<file path="config.mk">
export PLATFORM = sky130hd
export DESIGN_NAME = marcador_juego
export DESIGN_NICKNAME = d
export VERILOG_FILES = /design/src/rtl/marcador_juego.sv
export SDC_FILE = /design/constraint.sdc
export NUM_CORES = 1
export LEC_CHECK = 0
export BUFFER_PORTS_ARGS = -buffer_cell sky130_fd_sc_hd__buf_4
export CAP_MARGIN = 20
export CORE_MARGIN = 3
export CORE_UTILIZATION = 49
export DETAILED_ROUTE_END_ITERATION = 12
export GPL_ROUTABILITY_DRIVEN = 0
export PLACE_DENSITY = 0.68
export SLEW_MARGIN = 30
export SYNTH_ARGS = -nofsm -noshare
export SYNTH_HDL_FRONTEND = slang
export SYNTH_SLANG_ARGS = --single-unit
</file>
<file path="constraint.sdc">
create_clock -name clock -period 3.41 [get_ports clock]
set_clock_uncertainty 0.15 [all_clocks]
set_input_delay 0.8525 -clock clock [delete_from_list [all_inputs] [get_ports clock]]
set_output_delay 0.8525 -clock clock [all_outputs]
set_load 0.005 [all_outputs]
</file>
<file path="src/rtl/marcador_juego.sv">
`default_nettype none
// ============================================================================
//  Module   : marcador_juego
//  Purpose  : Score and timing companion to the LED reaction-game controller.
//             Keeps both players' scores and applies the reward/penalty rules.
//             Detects the winner (or a draw), raises the LED-on timeout pulse
//             and supplies a pseudo-random bit from an 8-bit LFSR.
//  Revision : 1.0  initial release
// ----------------------------------------------------------------------------
//  Ports
//    clock        in   game clock, rising edge
//    Reset        in   asynchronous, active-high reset
//    Modo         in   1 = game running
//    ModifA/B     in   one-cycle press pulses for player A / B
//    LedEncendido in   1 = target LED currently lit
//    GanadorA/B   out  winner flags, held while the game is over
//    Apagar       out  one-cycle LED-on timeout pulse
//    Random       out  LFSR bit 0
//    PuntosA/B    out  player scores
// ============================================================================
module marcador_juego #(
    parameter int unsigned SCORE_W   = 4,
    parameter int unsigned WIN_SCORE = 5,
    parameter int unsigned ON_TICKS  = 1000,
    parameter int unsigned TIMER_W   = 10,
    parameter logic [7:0]  LFSR_SEED = 8'hA5
) (
    input  logic               clock,
    input  logic               Reset,
    input  logic               Modo,
    input  logic               ModifA,
    input  logic               ModifB,
    input  logic               LedEncendido,
    output logic               GanadorA,
    output logic               GanadorB,
    output logic               Apagar,
    output logic               Random,
    output logic [SCORE_W-1:0] PuntosA,
    output logic [SCORE_W-1:0] PuntosB
);

    typedef enum logic [1:0] {
        S_IDLE  = 2'd0,
        S_JUEGO = 2'd1,
        S_FIN   = 2'd2
    } state_t;

    localparam logic [SCORE_W-1:0] C_WIN = SCORE_W'(WIN_SCORE);
    // The timer is loaded with the full tick count on the LED rise edge and
    // Apagar is issued on the edge where it leaves 1, so the pulse appears
    // ON_TICKS edges after the edge that saw the LED come on.
    localparam logic [TIMER_W-1:0] C_TIMER_LOAD = TIMER_W'(ON_TICKS);
    localparam logic [TIMER_W-1:0] C_TIMER_ONE  = TIMER_W'(1);

    state_t               state_q, state_d;
    logic [SCORE_W-1:0]   puntos_a_q, puntos_a_d;
    logic [SCORE_W-1:0]   puntos_b_q, puntos_b_d;
    logic                 ganador_a_q, ganador_a_d;
    logic                 ganador_b_q, ganador_b_d;
    logic                 apagar_q, apagar_d;
    logic [TIMER_W-1:0]   timer_q, timer_d;
    logic [7:0]           lfsr_q, lfsr_d;
    logic                 modo_q;
    logic                 led_q;

    logic [SCORE_W-1:0]   score_a_next;
    logic [SCORE_W-1:0]   score_b_next;
    logic                 win_a;
    logic                 win_b;

    // Reward a lit press, penalise an early press (saturating at zero).
    function automatic logic [SCORE_W-1:0] f_score(
        input logic [SCORE_W-1:0] cur,
        input logic               press,
        input logic               lit
    );
        logic [SCORE_W-1:0] res;
        res = cur;
        if (press) begin
            if (lit) begin
                res = cur + SCORE_W'(1);
            end else if (cur != '0) begin
                res = cur - SCORE_W'(1);
            end
        end
        return res;
    endfunction

    always_comb begin
        score_a_next = f_score(puntos_a_q, ModifA, LedEncendido);
        score_b_next = f_score(puntos_b_q, ModifB, LedEncendido);
        win_a        = (score_a_next == C_WIN);
        win_b        = (score_b_next == C_WIN);
    end

    // Fibonacci LFSR, taps 8,6,5,4; free-running in every state.
    always_comb begin
        lfsr_d = {lfsr_q[6:0], lfsr_q[7] ^ lfsr_q[5] ^ lfsr_q[4] ^ lfsr_q[3]};
    end

    always_comb begin
        state_d     = state_q;
        puntos_a_d  = puntos_a_q;
        puntos_b_d  = puntos_b_q;
        ganador_a_d = ganador_a_q;
        ganador_b_d = ganador_b_q;
        apagar_d    = 1'b0;
        timer_d     = timer_q;

        case (state_q)
            S_IDLE: begin
                timer_d = '0;
                if (Modo && !modo_q) begin
                    puntos_a_d = '0;
                    puntos_b_d = '0;
                    state_d    = S_JUEGO;
                end
            end

            S_JUEGO: begin
                if (!Modo) begin
                    // Abandoned game: no winner, scores stay for display.
                    state_d = S_IDLE;
                    timer_d = '0;
                end else begin
                    puntos_a_d = score_a_next;
                    puntos_b_d = score_b_next;
                    if (win_a || win_b) begin
                        // Both flags may rise together on a draw.
                        state_d     = S_FIN;
                        ganador_a_d = win_a;
                        ganador_b_d = win_b;
                        timer_d     = '0;
                    end else if (ModifA || ModifB || !LedEncendido) begin
                        // Any press or the LED going dark cancels the timeout.
                        timer_d = '0;
                    end else if (!led_q) begin
                        timer_d = C_TIMER_LOAD;
                    end else if (timer_q != '0) begin
                        timer_d  = timer_q - C_TIMER_ONE;
                        apagar_d = (timer_q == C_TIMER_ONE);
                    end
                end
            end

            S_FIN: begin
                timer_d = '0;
                if (!Modo) begin
                    state_d     = S_IDLE;
                    ganador_a_d = 1'b0;
                    ganador_b_d = 1'b0;
                end
            end

            default: begin
                state_d = S_IDLE;
                timer_d = '0;
            end
        endcase
    end

    always_ff @(posedge clock or posedge Reset) begin
        if (Reset) begin
            state_q     <= S_IDLE;
            puntos_a_q  <= '0;
            puntos_b_q  <= '0;
            ganador_a_q <= 1'b0;
            ganador_b_q <= 1'b0;
            apagar_q    <= 1'b0;
            timer_q     <= '0;
            lfsr_q      <= LFSR_SEED;
            modo_q      <= 1'b0;
            led_q       <= 1'b0;
        end else begin
            state_q     <= state_d;
            puntos_a_q  <= puntos_a_d;
            puntos_b_q  <= puntos_b_d;
            ganador_a_q <= ganador_a_d;
            ganador_b_q <= ganador_b_d;
            apagar_q    <= apagar_d;
            timer_q     <= timer_d;
            lfsr_q      <= lfsr_d;
            modo_q      <= Modo;
            led_q       <= LedEncendido;
        end
    end

    assign GanadorA = ganador_a_q;
    assign GanadorB = ganador_b_q;
    assign Apagar   = apagar_q;
    assign Random   = lfsr_q[0];
    assign PuntosA  = puntos_a_q;
    assign PuntosB  = puntos_b_q;

endmodule
`default_nettype wire

</file>
* Word level (Yosys, flattened, before mapping)
Cells that the tools add are included.
Word-level totals: register bits after elaboration 33, input port bits 6, word-level logic and storage cells 79
Operators by class: multiplexer cells 35, add/subtract/negate cells 5, bitwise operators 3, reduce and logical (&&, ||, !) cells 15, equal/unequal tests 11
Operators by type and width (number):
- 10-bit 2-to-1 mux | 6
- 4-bit 2-to-1 mux | 9
- 4-bit one-hot mux with 2 select lines | 2
- 1-bit 2-to-1 mux | 11
- 10-bit by 1-bit equality test with 1-bit output (second input constant) | 1
- 10-bit nonzero test | 1
- 10-bit by 1-bit subtractor with 10-bit output (second input constant) | 1
- 4-bit by 1-bit adder with 4-bit output (second input constant) | 2
- 4-bit by 3-bit equality test with 1-bit output (second input constant) | 2
- 2-bit 2-to-1 mux | 4
- 2-bit != test (second input constant) | 4
- 4-bit nonzero test | 2
- 4-bit by 1-bit subtractor with 4-bit output (second input constant) | 2
- 6-bit != test (second input constant) | 1
- 2-bit one-hot mux with 3 select lines | 1
- 3-bit AND reduction | 2
- 1-bit one-hot mux with 2 select lines | 2
- 4-bit AND reduction | 1
- 2-bit nonzero test | 2
- 1-bit logical OR | 3
- 3-bit != test (second input constant) | 1
- 1-bit XOR | 3
- 2-bit by 1-bit equality test with 1-bit output (second input constant) | 1
- 2-bit equality test (second input constant) | 1
- 3 further kinds | 4

* Depth between registers and ports, before layout
word-level depth 9, gate-level depth with buffers 8

* Worst setup path after synthesis
OpenSTA, ideal clock, no wires.
path kind input -> register, from input port LedEncendido, to register state_q[0], stages on the path 5, path slack 0.915 ns, arrival time 2.220 ns, path buffers 1, setup time 0.125 ns, data required time 3.135 ns, cell sequence buf_2 -> o41a_1 -> mux2i_1 -> o32ai_2 -> a2bb2o_1
Between the ends: cells in the longest elaborated chain, start to end 6, elaborated cells between the ends (all ways) 9
Ends and longest elaborated chain:
- from (decl) | line 33 | input logic LedEncendido,
- 4-bit 2-to-1 mux | line 80 | if (lit) begin
- 4-bit 2-to-1 mux | line 79 | if (press) begin
- 4-bit by 3-bit equality test with 1-bit output, on equally long branches | line 92, 93
- 1-bit logical OR (*) | line 128 | if (win_a || win_b) begin
- 3-bit != test (no line) (*)
- 3-bit AND reduction (no line) (*)
- to (signal assigned) | line 175 | state_q <= state_d;
- to (decl) | line 55 | state_t state_q, state_d;
Every way passes the cells marked *; elsewhere a longest branch is shown, timed or not. A chain may end at the register's enable or synchronous reset.

* Worst setup path in the final report
from input port Modo, to register timer_q[3]
Between the ends: cells in the longest elaborated chain, start to end 2, elaborated cells between the ends (all ways) 3
Ends and longest elaborated chain:
- from (decl) | line 30 | input logic Modo,
- 10-bit 2-to-1 mux | line 121 | if (!Modo) begin
- 10-bit 2-to-1 mux | line 110 | case (state_q)
- to (signal assigned) | line 181 | timer_q <= timer_d;
- to (decl) | line 61 | logic [TIMER_W-1:0] timer_q, timer_d;
Several ways; a longest one is shown, not always the timed one.

==> results.md <==
* Top cells by area, synth: dfrtp_1 (39%), dfstp_2 (5.6%), ha_1 (4.0%)
* Fin. max-slew vios at 0
* Initial drt markers at around 110
* Total number of vias at 1,479
* Worst path bufs/invs at 1
* RSZ-0062 raised after global routing: false
* EDFF count, synth at 0
* Post-synthesis simple-gate area fraction at between 20% and 30%
* Layout Cells excl Fill at 252
* Avg Vias per Cell at between 5 and 6
* CTS root buf: clkbuf_8
* Met1 usage at around a quarter
* Pwr Density at about 440 mW/mm²
* Worst EP required at roughly 3.4 ns
* Setup TNS at 0 ns
* CP cell instances: buf_4, nor2b_1, and2_1, nand4b_1, a211oi_1
* Post-Syn Area at 0.00188 mm²
* Total iterations of the first detailed-routing run at 4
* CP top delay family: simple AND/OR/NAND/NOR gates
* Multi-input logic area at around 950 µm²
* WL final at 3880 µm
* Fin nets at 217
* Synth cell types at 52
* Grt peak-use layer: met2
* Ys Warns at 0
* HPWL after DPL at around 2700 µm
* Post-synth top cells: dfrtp_1 (29), nand2_1 (17), inv_1 (13)
* Die Width at between 60 and 70 µm
* Outcome: finished clean
* TritonCTS clock tree: yes
* Worst-Margin Slew at ~0.76 ns
* Post-Synth XOR/XNOR Area at under 10%
* All-Layer GR Usage at about a fifth
* FFs w/ async S/R, synth at 100%
* Clock Tree Buf Depth at 2
* Syn Inst Count at roughly 190
* Inserted Clock Buffers at 5
* Reg area at approximately 830 µm²
* Total chip power at about 950 µW
* GRT Residual Overflow at 0
* Largest family of logic cells by synthesized area: simple AND/OR/NAND/NOR gates
* CP Class: in2reg
* Leakage at between 0.9 and 1 nW
* Syn_nets at 199
* Share of cells above drive strength 1 at between 15 and 20%
* Layout area overhead at 14.2%
* # DRC at 0
* Synth Area in Adders at 3.99%
* Sequential element share of the synthesized area at about 44%
* CP max stage cell: nand4b_1
* # clock sinks at 33
* Global-route track usage on met2 at 30.7%
* Tightest Hold Check Type: reg2reg
* # port buffers at 17
* Die area at between 0.004 and 0.005 mm²
* Clock slew at reported path FFs at 0.06 ns
* CP Capture Type: flop
* Final setup violation count at 0
* Largest net degree at the start of global routing at 21
* Compound-Gate Fraction of Synth Area at 20.1%
* Pre-CTS setup slack at 0.607 ns
* Ports at 18
* H-tree Lvls at 2
* Critical Path AT at approximately 2.6 ns
* Hold slack at 0.202 ns
* Placed cell area at 0.00203 mm²
* Mux share of post-synthesis cell area at under 10%
* Met3 GRT Util at around 5.1%
* Count of state elements after synthesis at 33
* Yosys top cell area share at between 30% and 40%
* Max-cap violations at 0
* Tcrit/Tclk final at between 70 and 80%
* Final Hold Viols at 0
* Core area at between 0.003 and 0.004 mm²
* Placed cell count at ~240
* First-pass GRT wire length at around 6600 µm
* Final core occ at roughly three fifths
* Max IR drop VDD at between 0.4 and 0.5 mV
* Final Critical Period at 2.55 ns
* Crit-path max FO at 11
* Setup ws final at 0.857 ns
* Most used DFF post-synth: dfrtp_1
* Diodes inserted at 0
* Count leader, synth: dfrtp_1
* Area leader, netlist: dfrtp_1
* Critical path launch point type: input pin
* Mapped Avg Cell Area at 10.1 µm²
* Vias in the first global route at approximately 1.4k
* Slowest Stage Delay on Critical Path at roughly 0.54 ns
* Drt wl/cell at between 15 and 20 µm
* Site Rows at 21
* # hold bufs at CTS at 0
* Initial core utilization at 53.4%
* Fmax at between 0.3 and 0.4 GHz
* Die Y at 68.0 µm
* Post-route ant nets at 0
* Postcts setup bufs at 0
* Insertion delay to the later sink of the worst-skew pair at about 0.28 ns
* Initial antenna violation count at 0
* Filler cells at roughly 300
* Post_cts resized at 0
* Max transition margin at approximately 50%
* Post-route cell area at 0.00215 mm²
==> worst reg2reg max path: stages (launching register included) <==
cell      delay, ns
dfrtp_1        0.48
inv_1          0.12
ha_1           0.22
nor4b_1        0.45
o211a_1        0.22
o32ai_2        0.08
o32ai_2        0.14
buf_4          0.24
a2bb2o_1       0.30
==> cells in the final DEF, fill, tap and decap left out, types with 4 or more instances in the layout <==
master,instances
a21oi_1,8
buf_4,19
clkbuf_8,6
dfrtp_1,29
dfstp_2,4
ha_1,6
inv_1,13
nand2_1,17
nand2b_1,4
nand3_1,4
nand4b_1,4
nor2_1,7
nor3_1,7
nor4_2,4
o21ai_0,7
or3_1,4
xnor2_1,6
==> cells by family after synthesis <==
kind of cell,count (synthesis)
simple gates,69
compound gates,48
flops,33
buf+inv,21
xor+xnor,7
fa+ha+maj,6
mux,3
==> state kept, by name, summed over array words and instances, names as in the netlist <==
signal	flops
led_q	1
modo_q	1
Apagar	1
GanadorB	1
GanadorA	1
lfsr_q	8
timer_q	10
PuntosA	4
state_q	2
PuntosB	4
==> routing by layer <==
layer	part of all wire [%]	wire length [µm]
met5	0	0
met4	1.7	67
met3	4.2	164
met2	50	1950
met1	44	1700
==> worst paths after layout <==
kind,cells past startpoint,to,startpoint,slack (ns)
worst max register to register,8,state_q[0],PuntosB[0],0.89
max in group asynchronous,3,lfsr_q[5],Reset,1.84
worst max-delay path,5,timer_q[3],Modo,0.86
worst min register to register,0,lfsr_q[2],lfsr_q[1],0.20
worst min-delay path,0,lfsr_q[2],lfsr_q[1],0.20
min in group asynchronous,2,timer_q[6],Reset,0.53
==> where the power goes <==
group          switching [mW]  internal [mW]  total (mW)
Clock                   0.134          0.238       0.372
Sequential             0.0248          0.404       0.429
Combinational          0.0854         0.0663       0.152
Total                   0.244          0.708       0.952
==> final cells by class <==
type | instances | share of cell area, %
tap | 46 | 2.68
clock buffer | 7 | 4.02
sequential | 33 | 38.7
timing repair buffer | 19 | 6.64
multi-input combinational | 133 | 44.3
inverter | 13 | 2.27
clock inverter | 1 | 1.40
Note: power is estimated with default switching activity, not from simulation.
